## src/rtl/hit_judge.sv

```systemverilog
// hit_judge: synchronises and debounces the two player buttons, grades presses against
// the note in the judge slot, and keeps score and max combo until the song ends. Rev 1.0
`default_nettype none

module hit_judge #(
   parameter logic [16:0] DEBOUNCE_CYC = 17'd99999,
   parameter int          SCORE_W      = 16
) (
   input  logic               clk,
   input  logic               rst,
   input  logic               red_button,
   input  logic               blue_button,
   input  logic               note_R_judge,
   input  logic               note_B_judge,
   input  logic [2:0]         offset,
   input  logic [7:0]         combo,
   input  logic               finish,
   output logic               delete,
   output logic               hit_perfect,
   output logic               hit_good,
   output logic               miss,
   output logic [SCORE_W-1:0] score,
   output logic [7:0]         max_combo,
   output logic               result_valid
);

   typedef enum logic [0:0] {
      ST_PLAY = 1'b0,
      ST_HOLD = 1'b1
   } state_t;

   state_t             r_state;
   logic               r_delete;
   logic               r_hit_perfect;
   logic               r_hit_good;
   logic               r_miss;
   logic [SCORE_W-1:0] r_score;
   logic [7:0]         r_max_combo;
   logic               r_result_valid;
   logic               r_arm;
   logic               r_any_prev;
   logic [2:0]         r_off_prev;

   logic [1:0]         w_btn;
   logic [1:0]         w_acc;
   logic               w_note_any;
   logic               w_arm_set;
   logic               w_any_edge;
   logic               w_both;
   logic               w_match;
   logic               w_hit;
   logic               w_miss;
   logic               w_perfect_zone;
   logic [SCORE_W:0]   w_sum;
   logic [SCORE_W-1:0] w_score_next;

   assign w_btn = {blue_button, red_button};

   // Per button: 2-flop sync, registered rising edge, lockout after each accepted edge.
   for (genvar gi = 0; gi < 2; gi++) begin : g_btn
      logic [1:0]  r_sync;
      logic        r_prev;
      logic        r_edge;
      logic [16:0] r_lock;

      always_ff @(posedge clk or posedge rst) begin
         if (rst) begin
            r_sync <= 2'b00;
            r_prev <= 1'b0;
            r_edge <= 1'b0;
            r_lock <= 17'd0;
         end else begin
            r_sync <= {r_sync[0], w_btn[gi]};
            r_prev <= r_sync[1];
            r_edge <= r_sync[1] & ~r_prev;
            if (r_edge && (r_lock == 17'd0)) begin
               r_lock <= DEBOUNCE_CYC;
            end else if (r_lock != 17'd0) begin
               r_lock <= r_lock - 17'd1;
            end
         end
      end

      assign w_acc[gi] = r_edge & (r_lock == 17'd0);
   end

   assign w_note_any     = note_R_judge | note_B_judge;
   assign w_arm_set      = (w_note_any & ~r_any_prev) |
                           (w_note_any & (r_off_prev == 3'd6) & (offset == 3'd0));
   assign w_any_edge     = w_acc[0] | w_acc[1];
   assign w_both         = w_acc[0] & w_acc[1];
   assign w_match        = (w_acc[0] & note_R_judge) | (w_acc[1] & note_B_judge);
   assign w_hit          = (r_state == ST_PLAY) & w_any_edge & ~w_both & r_arm & w_match;
   assign w_miss         = (r_state == ST_PLAY) & w_any_edge & ~w_hit;
   assign w_perfect_zone = (offset >= 3'd2) && (offset <= 3'd4);

   // One extra bit catches the carry so the score sticks at all-ones.
   assign w_sum        = {1'b0, r_score} + (w_perfect_zone ? (SCORE_W+1)'(2) : (SCORE_W+1)'(1));
   assign w_score_next = w_sum[SCORE_W] ? {SCORE_W{1'b1}} : w_sum[SCORE_W-1:0];

   always_ff @(posedge clk or posedge rst) begin
      if (rst) begin
         r_state        <= ST_PLAY;
         r_delete       <= 1'b0;
         r_hit_perfect  <= 1'b0;
         r_hit_good     <= 1'b0;
         r_miss         <= 1'b0;
         r_score        <= '0;
         r_max_combo    <= 8'd0;
         r_result_valid <= 1'b0;
         r_arm          <= 1'b0;
         r_any_prev     <= 1'b0;
         r_off_prev     <= 3'd0;
      end else begin
         r_any_prev <= w_note_any;
         r_off_prev <= offset;

         if (!w_note_any || w_hit) begin
            r_arm <= 1'b0;
         end else if (w_arm_set) begin
            r_arm <= 1'b1;
         end

         case (r_state)
            ST_PLAY: begin
               r_delete      <= w_hit;
               r_hit_perfect <= w_hit & w_perfect_zone;
               r_hit_good    <= w_hit & ~w_perfect_zone;
               r_miss        <= w_miss;
               if (w_hit) begin
                  r_score <= w_score_next;
               end
               if (combo > r_max_combo) begin
                  r_max_combo <= combo;
               end
               if (finish) begin
                  r_state        <= ST_HOLD;
                  r_result_valid <= 1'b1;
               end
            end
            ST_HOLD: begin
               r_delete      <= 1'b0;
               r_hit_perfect <= 1'b0;
               r_hit_good    <= 1'b0;
               r_miss        <= 1'b0;
               if (!finish) begin
                  r_state        <= ST_PLAY;
                  r_result_valid <= 1'b0;
                  r_score        <= '0;
                  r_max_combo    <= 8'd0;
                  r_arm          <= 1'b0;
               end
            end
            default: begin
               r_state <= ST_PLAY;
            end
         endcase
      end
   end

   assign delete       = r_delete;
   assign hit_perfect  = r_hit_perfect;
   assign hit_good     = r_hit_good;
   assign miss         = r_miss;
   assign score        = r_score;
   assign max_combo    = r_max_combo;
   assign result_valid = r_result_valid;

endmodule

`default_nettype wire

```

## config.mk

```make
export PLATFORM = sky130hd
export DESIGN_NAME = hit_judge
export DESIGN_NICKNAME = d
export VERILOG_FILES = /design/src/rtl/hit_judge.sv
export SDC_FILE = /design/constraint.sdc
export NUM_CORES = 1
export LEC_CHECK = 0
export ABC_AREA = 1
export BUFFER_PORTS_ARGS = -buffer_cell sky130_fd_sc_hd__buf_2
export CORE_UTILIZATION = 55
export CTS_CLUSTER_DIAMETER = 40
export DETAILED_ROUTE_END_ITERATION = 8
export PLACE_DENSITY = 0.87
export SYNTH_ARGS = -nofsm -noshare
export SYNTH_HDL_FRONTEND = slang
export SYNTH_SLANG_ARGS = --single-unit
```

## constraint.sdc

```tcl
create_clock -name clk -period 2.83 [get_ports clk]
set_clock_uncertainty 0.15 [all_clocks]
set_input_delay 0.1415 -clock clk [delete_from_list [all_inputs] [get_ports clk]]
set_output_delay 0.1415 -clock clk [all_outputs]
set_load 0.1 [all_outputs]
```

==> summary.txt, run 1 <==
Clock tree
  • Total clock sinks: 77
  • Clk slew on worst S/H paths: 0.08 ns
  • CTS buffer count: 9
  • Clock Path Buffers: 2
  • Root Driver: clkbuf_8
  • Worst-skew pair later-pin latency: 0.36 ns
  • H-tree levels: 3
  • CTS tree: done

Worst setup path
  • Nature of the critical path startpoint: input port
  • Slowest stage delay, CP: 0.54 ns
  • CP Cell Sequence: dlygate4sd3_1 > buf_2 > nor2_1 > nor2_1 > nor2_1 > inv_1 > ha_1 > inv_1 > fa_1 > nor2_2 > nand3_1 > inv_2 > nand3_2 > buf_6 > nand3b_1 > nand2_2 > nand2_1
  • CP Data Required Time: 2.97 ns
  • Most used cell, CP: nor2_1
  • Crit Path Max Fanout: 12
  • CP max-delay cell: dlygate4sd3_1
  • Worst path arrival time: 2.75 ns
  • Setup CP Type: in -> reg
  • Crit end category: flop

Routing
  • Via count: 3509
  • DRT antenna net count: 0
  • DRT iter0 DRCs: 188
  • Wire per inst: 13.1 um
  • Router iterations before antenna repair: 5
  • Number of vias per cell: 5.32
  • Post-Route WL: 8650 um
  • DRC viols: 0

Synth
  • Synth Instances: 483
  • FF+latch count, synth: 77
  • Sequential fraction of the synthesis area: 46.4%
  • Synth cell count leaders: 96 x nand2_1, 77 x dfrtp_1, 54 x nor2_1, 44 x inv_1, 33 x nand3_1
  • Syn nets: 516
  • Top FF cell, synth: dfrtp_1
  • Synth cell types: 34
  • Synth Warn #: 0
  • Post-synth ARST share: 100%
  • Most common cell in the netlist: nand2_1
  • Synth top area cells: dfrtp_1 46%, nand2_1 8.7%, nor2_1 4.9%
  • Post-synth EDFFs: 0
  • Area leader, netlist: dfrtp_1
  • Yosys top cell area share: 46.4%
  • Area of the mapped netlist: 4150 um^2
  • Synthesized area per cell: 8.60 um^2

Global routing
  • GRT Util Overall: 24.7%
  • Vias in the first global route: 3382
  • Initial antenna violation count: 0
  • First-pass GRT wire length: 14900 um
  • Pin count of the biggest net entering global routing: 35
  • GR Overflow Total: 0

Place
  • Pre-CTS WS: 0.369 ns
  • Hpwl dp: 5930 um
  • GPL Wtd Cong: 0.871
  • Number of port buffers: 46

Timing
  • Setup TNS Final: 0 ns
  • FMAX: 0.383 GHz
  • Min setup slack post-route: 0.221 ns
  • RSZ-0062 raised after global routing: yes
  • # setup viols final: 0
  • Fin crit share: 92.2%
  • Fin crit period: 2.61 ns
  • Max-Slew Margin vs Limit: 67.4%
  • Worst Tran Pin Value: 0.493 ns
  • Final hold vios: 0
  • Max-slew violations: 0

Die
  • Die H: 88.9 um
  • # IOs: 47
  • # rows: 31
  • Core Box Area: 7290 um^2
  • Die Width: 88.9 um
  • Initial core utilization: 56.9%
  • Die Area: 7900 um^2

Finish
  • Final #Nets: 588
  • # fillers: 587
  • Ratio of cells with drive above 1 in the final layout: 22.1%
  • Area occupied by registers: 1930 um^2
  • Multi-input logic area: 2000 um^2
  • Antenna Cells: 0
  • Synth-to-Final Area Change: 17.4%

Pwr
  • Maximum vdd ir drop: 567 uV
  • Power per cell area: 762 nW/um^2
  • Leakage: 2.47 nW

Status
  • Outcome: completed

Job
  • Max cap viols: 0

Min path
  • Class of the worst hold path: in -> reg
-- timing repair --
action                     4_1_cts  5_1_grt
hold endpoints to repair        93        0
buffers inserted                 0        0
hold buffers                    17        0
gates resized for setup          0        3
setup endpoints to repair        0       14
-- stage by stage --
step | power (mW) | std cells | hold slack, ns | cell area (um^2) | utilization (%)
floorplan | 2.59 | 483 | 0.0229 | 4150 | -
detailed placement | 2.84 | 626 | -0.0839 | 4480 | 61.5
finish | 3.72 | 659 | 0.0683 | 4870 | 66.8
CTS | 3.73 | 659 | 0.0541 | 4860 | 66.7
global route | 3.96 | 659 | 0.0891 | 4870 | 66.8
global placement | 2.79 | 626 | -0.0853 | 4480 | 61.5
-- kinds of logic (layout without fill, tap and decap cells) --
group	Yosys count	after routing	share of synthesized area (%)
and+or+nand+nor	269	269	32.8
DFF	77	77	46.4
buffers and inverters	54	131	5.58
AOI/OAI and AO/OA	50	50	6.69
xor gates and xnor gates	18	18	3.80
adders and majority gates	15	15	4.70
-- layout make-up --
type | count | area share, %
Timing Repair Buffer | 67 | 8.91
Clock inverter | 6 | 1.46
Multi-Input combinational cell | 352 | 41.0
Tap cell | 99 | 2.54
Inverter | 48 | 3.70
Sequential cell | 77 | 39.5
Clock buffer | 10 | 2.82
-- power breakdown --
group	switching [mW]	leakage, nW	internal [mW]	total (mW)
Clock	0.428	0.0991	0.437	0.865
Combinational	0.854	1.40	0.397	1.25
Sequential	0.241	0.978	1.36	1.60
-- worst paths after layout --
| kind | end | depth (start not counted) | slack (ns) | start |
|---|---|---|---|---|
| setup / recovery | score[11]$_DFFE_PP0P_ | 17 | 0.22 | offset[1] |
| hold / removal | r_arm$_DFF_PP0_ | 4 | 0.07 | note_B_judge |
| setup reg to reg | score[11]$_DFFE_PP0P_ | 11 | 0.56 | score[0]$_DFFE_PP0P_ |
| hold reg to reg | g_btn[1].r_sync[1]$_DFF_PP0_ | 0 | 0.22 | g_btn[1].r_sync[0]$_DFF_PP0_ |
| max in group asynchronous | g_btn[1].r_lock[1]$_DFFE_PP0P_ | 4 | 1.74 | rst |
| min in group asynchronous | g_btn[0].r_lock[7]$_DFFE_PP0P_ | 3 | 0.08 | rst |
-- worst max-delay path, delay by kind of cell --
kind / cells / cell delay (ns)
adders and majority gates: 2 / 0.60
buffers and inverters: 6 / 1.13
and+or+nand+nor: 9 / 0.88
-- placed cells by master, fill, tap and decap left out, drive strengths merged --
master	instances
xnor2	4
inv	47
nor3	11
nand4	15
clkinv	4
clkbuf	10
or2	10
a22oi	1
nand3	45
bufinv	1
o211ai	4
nor2	70
clkinvlp	2
o21ai	26
xor2	14
nand2	113
nand3b	4
o21a	3
dlygate4sd3	17
fa	1
ha	14
buf	50
a31oi	3
nor4	1
dfrtp	77
a21oi	13
-- state kept, by name, summed over array words and instances, names as in the netlist --
| register | flops |
|---|---|
| g_btn.r_lock | 34 |
| g_btn.r_edge | 2 |
| delete | 1 |
| r_any_prev | 1 |
| g_btn.r_prev | 2 |
| g_btn.r_sync | 4 |
| max_combo | 8 |
| score | 16 |
| r_state | 1 |
| miss | 1 |
| result_valid | 1 |
| r_arm | 1 |
| hit_good | 1 |
| r_off_prev | 3 |
| hit_perfect | 1 |
-- layer usage --
layer / routed length (um) / share of wire, % / track usage, %
met1: 3810 / 44 / 31.0
met2: 4340 / 50 / 41.5
met3: 310 / 3.6 / 4.94
met4: 185 / 2.1 / 11.0
met5: 0 / 0 / 0
(Power assumes the default switching activity.)
==> run 2: changes to the inputs <==
--- a/config.mk
+++ b/config.mk
@@ -10,6 +10,7 @@
 export CORE_UTILIZATION = 55
 export CTS_CLUSTER_DIAMETER = 40
 export DETAILED_ROUTE_END_ITERATION = 8
+export MAX_ROUTING_LAYER = met4
 export PLACE_DENSITY = 0.87
 export SYNTH_ARGS = -nofsm -noshare
 export SYNTH_HDL_FRONTEND = slang
==> summary.txt, run 2 (synthesis gave the netlist of run 1 again) <==
Status
  • Outcome: completed

Finish
  • Area occupied by registers: 1930 um^2
  • Largest register FFs: 34
  • Highest-count cells in the layout ignoring fill and taps: 96 x nand2_1, 77 x dfrtp_1, 53 x nor2_1, 46 x buf_2, 43 x inv_1
  • Final #Nets: 588
  • Multi-input logic area: 2000 um^2
  • Antenna Cells: 0
  • Ratio of cells with drive above 1 in the final layout: 22.1%
  • Commonest non-fill, non-tap cell in the layout: nand2_1
  • Post-route cell area: 4870 um^2
  • # fillers: 587
  • Fin util: 66.8%
  • Final Non-Filler Cells: 659
  • Biggest register: g_btn.r_lock
  • Synth-to-Final Area Change: 17.4%

Die
  • # IOs: 47
  • Initial core utilization: 56.9%
  • Die Area: 7900 um^2
  • Die Width: 88.9 um
  • Core Box Area: 7290 um^2
  • # rows: 31
  • Die H: 88.9 um

Global routing
  • Vias in the first global route: 3385
  • GRT Util Overall: 25.5%
  • Pin count of the biggest net entering global routing: 35
  • GR Overflow Total: 0
  • Initial antenna violation count: 0
  • First-pass GRT wire length: 15000 um

Pwr
  • Leakage: 2.47 nW
  • Final Power: 3.71 mW
  • Power per cell area: 762 nW/um^2
  • Maximum vdd ir drop: 567 uV

Clock tree
  • Worst-skew pair later-pin latency: 0.36 ns
  • H-tree levels: 3
  • Root Driver: clkbuf_8
  • CTS tree: done
  • Clock Path Buffers: 2
  • Total clock sinks: 77
  • Clk slew on worst S/H paths: 0.08 ns
  • CTS buffer count: 9

Worst setup path
  • Reg2reg start: score[0]$_DFFE_PP0P_
  • CP Cell Sequence: dlygate4sd3_1 > buf_2 > nor2_1 > nor2_1 > nor2_1 > inv_1 > ha_1 > inv_1 > fa_1 > nor2_2 > nand4_1 > nor2_2 > xnor2_1 > nand2_1 > nand3_1 > nand2_1
  • Nature of the critical path startpoint: input port
  • Reg2reg path depth: 10
  • CP Data Required Time: 2.93 ns
  • CP endpoint: score[10]$_DFFE_PP0P_
  • Critical path's top delay family: simple AND/OR/NAND/NOR gates
  • Most used cell, CP: nor2_1
  • Critical R2R Capture: score[10]$_DFFE_PP0P_
  • Critical Path Start: offset[1]
  • Crit end category: flop
  • Setup CP Type: in -> reg
  • Slowest stage delay, CP: 0.54 ns
  • Worst path buffer plus inverter count: 4
  • Crit Path Max Fanout: 4
  • Slack of the worst reg-to-reg path: 0.55 ns
  • Crit path depth: 16
  • Worst path arrival time: 2.72 ns
  • CP max-delay cell: dlygate4sd3_1

Routing
  • Via count: 3523
  • Wire per inst: 13.1 um
  • DRC viols: 0
  • DRT iter0 DRCs: 171
  • DRT antenna net count: 0
  • Router iterations before antenna repair: 5
  • Number of vias per cell: 5.35
  • Post-Route WL: 8630 um

Timing
  • Worst hold-check slack: 0.0716 ns
  • Min setup slack post-route: 0.203 ns
  • # setup viols final: 0
  • Worst Tran Pin Value: 0.493 ns
  • Setup TNS Final: 0 ns
  • Final hold vios: 0
  • FMAX: 0.381 GHz
  • Fin crit period: 2.63 ns
  • RSZ-0062 raised after global routing: yes
  • Max-Slew Margin vs Limit: 67.4%
  • Fin crit share: 92.8%
  • Max-slew violations: 0

Min path
  • Class of the worst hold path: in -> reg

Place
  • DP Area: 4480 um^2
  • Placed cell count: 626
  • Number of port buffers: 46
  • Hpwl dp: 5930 um
  • GPL Wtd Cong: 0.885
  • Pre-CTS WS: 0.369 ns

Job
  • Max cap viols: 0
-- run 2: cell counts in the layout (fill, tap and decap cells not counted) --
Identical to the previous run, type by type.
-- run 2: cell type report --
cell class              instances  area share, %
inverters                      48           3.70
clock buffers                  10           2.82
multi-input cells             352           41.0
clock inverters                 6           1.46
well taps                      99           2.54
repair buffers                 67           8.91
flip-flops and latches         77           39.5
-- run 2: worst min path at each step --
| stage | depth (start not counted) | slack, ns | from | end |
|---|---|---|---|---|
| 4_1_cts | 4 | 0.05 | note_B_judge | r_arm$_DFF_PP0_ |
| 2_1_floorplan | 0 | 0.02 | red_button | g_btn[0].r_sync[0]$_DFF_PP0_ |
| 3_3_place_gp | 2 | -0.09 | rst | g_btn[0].r_lock[3]$_DFFE_PP0P_ |
| 6_report | 4 | 0.07 | note_B_judge | r_arm$_DFF_PP0_ |
| 3_5_place_dp | 2 | -0.08 | rst | g_btn[0].r_lock[3]$_DFFE_PP0P_ |
| 5_1_grt | 4 | 0.09 | note_B_judge | r_arm$_DFF_PP0_ |
-- run 2: what timing repair did --
| action | CTS | global route |
|---|---|---|
| hold endpoints to repair | 93 | 0 |
| hold buffers | 17 | 0 |
| setup buffers | 0 | 0 |
| gates resized for setup | 0 | 3 |
| endpoints found under the setup margin | 0 | 14 |
-- run 2: routing by layer --
metal  wire length [um]  vias up  track usage [%]
met5                  0        -                -
met2               4240      110             41.3
li1                   -     1726                -
met4                212        0             11.9
met3                387       21             4.38
met1               3800     1666             31.2
-- run 2: worst min-delay path, cell delays in order --
cell and delay, ns:
buf_2 0.12, or2_2 0.13, nand2_1 0.05, nor2_1 0.09
-- run 2: where the power goes --
group	switching, mW	internal (mW)
combinational	0.853	0.397
clock	0.425	0.437
sequential	0.242	1.36
==> run 3: changes to the inputs <==
==> constraint.sdc (replaced) <==
create_clock -name clk -period 3.1 [get_ports clk]
set_clock_uncertainty 0.15 [all_clocks]
set_input_delay 0.155 -clock clk [delete_from_list [all_inputs] [get_ports clk]]
set_output_delay 0.155 -clock clk [all_outputs]
set_load 0.1 [all_outputs]
==> summary.txt, run 3 (synthesis gave the netlist of run 1 again) <==
Status
  • Outcome: completed

Worst setup path
  • Nature of the critical path startpoint: input port
  • Setup CP Type: in -> reg
  • Crit Path Max Fanout: 15
  • Reg2reg path depth: 10
  • Worst path buffer plus inverter count: 5
  • CP endpoint: score[13]$_DFFE_PP0P_
  • Slowest stage delay, CP: 0.55 ns
  • Critical R2R Capture: score[13]$_DFFE_PP0P_
  • Worst path arrival time: 2.93 ns
  • CP Cell Sequence: dlygate4sd3_1 > buf_2 > nor2_1 > nor2_1 > inv_1 > ha_1 > inv_1 > fa_1 > nor2_2 > nand3_1 > inv_2 > nand3_2 > nand3b_1 > nand2_2 > nand2_1
  • CP max-delay cell: dlygate4sd3_1
  • Critical path's top delay family: simple AND/OR/NAND/NOR gates
  • Critical Path Start: offset[1]
  • Reg2reg start: score[0]$_DFFE_PP0P_
  • CP Data Required Time: 3.24 ns
  • Crit end category: flop
  • Crit path depth: 15
  • Slack of the worst reg-to-reg path: 0.71 ns

Global routing
  • GRT Util Overall: 25.3%
  • GR Overflow Total: 0
  • Pin count of the biggest net entering global routing: 35
  • Vias in the first global route: 3348
  • First-pass GRT wire length: 14800 um
  • Initial antenna violation count: 0

Die
  • Core Box Area: 7290 um^2
  • Die Width: 88.9 um
  • # rows: 31
  • Initial core utilization: 56.9%
  • # IOs: 47
  • Die Area: 7900 um^2
  • Die H: 88.9 um

Timing
  • Fin crit share: 90.1%
  • FMAX: 0.358 GHz
  • Final hold vios: 0
  • Fin crit period: 2.79 ns
  • Worst hold-check slack: 0.0390 ns
  • Max-slew violations: 0
  • Worst Tran Pin Value: 0.723 ns
  • RSZ-0062 raised after global routing: no
  • Setup TNS Final: 0 ns
  • # setup viols final: 0
  • Max-Slew Margin vs Limit: 51.7%

Clock tree
  • Clk slew on worst S/H paths: 0.08 ns
  • CTS tree: done
  • # Post-CTS Setup Buffers: 0
  • Total clock sinks: 77
  • CTS buffer count: 9
  • Clock Path Buffers: 2
  • Worst-skew pair later-pin latency: 0.36 ns
  • H-tree levels: 3
  • Root Driver: clkbuf_8

Finish
  • Highest-count cells in the layout ignoring fill and taps: 96 x nand2_1, 77 x dfrtp_1, 54 x nor2_1, 46 x buf_2, 43 x inv_1
  • Largest register FFs: 34
  • Final #Nets: 587
  • Ratio of cells with drive above 1 in the final layout: 21.8%
  • Antenna Cells: 0
  • Biggest register: g_btn.r_lock
  • Synth-to-Final Area Change: 16.5%
  • Commonest non-fill, non-tap cell in the layout: nand2_1

Pwr
  • Net switching power figure: 1.39 mW
  • Maximum vdd ir drop: 604 uV
  • Switching Fraction: 42.1%
  • Leakage: 2.46 nW
  • Total internal power: 1.92 mW
  • Power per cell area: 685 nW/um^2
  • Gate power share: 34.3%
  • Clock Power Share: 21.5%
  • Flop pwr share: 44.2%

Routing
  • DRT antenna net count: 0
  • Post-Route WL: 8760 um
  • Via count: 3542
  • DRC viols: 0
  • Wire per inst: 13.3 um
  • Router iterations before antenna repair: 4
  • DRT iter0 DRCs: 184
  • Number of vias per cell: 5.38

Job
  • Max cap viols: 0

Place
  • Number of port buffers: 46
  • GPL Wtd Cong: 0.879
  • Hpwl dp: 6020 um

Min path
  • Class of the worst hold path: in -> reg
-- run 3: cell count changes in the layout (fill, tap and decap cells not counted) --
cell and change:
bufinv_16 -1, clkinv_2 +1, nor2_2 -1, buf_6 -1
nor2_1 +1
-- run 3: final cells by class --
class | instances | area [um^2]
fillers | 610 | 2460
repair buffers | 66 | 423
well taps | 99 | 124
clock buffers | 10 | 138
multi-input cells | 352 | 2000
flip-flops and latches | 77 | 1930
inverters | 48 | 180
clock inverters | 6 | 46.3
-- run 3: worst register-to-register path, cell delays in order (launching register included) --
cell,delay [ns]
dfrtp_1,0.42
ha_1,0.19
inv_1,0.05
fa_1,0.41
nor2_2,0.18
nand3_1,0.14
inv_2,0.09
nand3_2,0.27
nand3b_1,0.24
nand2_2,0.09
nand2_1,0.09
-- run 3: worst min path at each step --
stage	to	start	cells after the start	slack (ns)
global placement	g_btn[0].r_sync[0]$_DFF_PP0_	red_button	1	0.12
finish	miss$_DFF_PP0_	note_R_judge	4	0.04
global route	miss$_DFF_PP0_	note_R_judge	4	0.05
CTS	miss$_DFF_PP0_	note_R_judge	4	0.03
floorplan	g_btn[0].r_sync[0]$_DFF_PP0_	red_button	0	0.04
detailed placement	g_btn[1].r_sync[0]$_DFF_PP0_	blue_button	1	0.12
-- run 3: repair_timing --
action / 4_1_cts / 5_1_grt
resized for setup: 0 / 1
endpoints found under the hold margin: 48 / 0
hold buffers: 17 / 0
setup endpoints to repair: 0 / 6
-- run 3: power groups by stage --
| stage | Clock, mW | Combinational, mW | Sequential [mW] |
|---|---|---|---|
| after floorplan | 0 | 0.679 | 1.69 |
| after global placement | 0 | 1.08 | 1.46 |
| after detailed placement | 0 | 1.12 | 1.48 |
| after CTS | 0.728 | 1.14 | 1.46 |
| after global routing | 0.757 | 1.27 | 1.49 |
| final | 0.713 | 1.14 | 1.46 |
-- run 3: per-layer routing --
layer	vias up	global-route usage [%]	share of wire, %
met3	25	5.97	4.3
met2	90	41.3	49
met1	1702	30.3	44
met4	0	9.97	2.5
li1	1725	-	-
met5	-	-	0
-- run 3: through the flow --
step                      std cells  total power [mW]  cell area (um^2)  setup slack (ns)  utilization (%)
after floorplan                 483              2.37              4150             0.279                -
after global placement          625              2.55              4480             0.522             61.4
after detailed placement        625              2.60              4480             0.389             61.4
after CTS                       658              3.33              4830             0.155             66.2
after global routing            658              3.52              4840             0.130             66.3
final                           658              3.31              4840             0.307             66.3
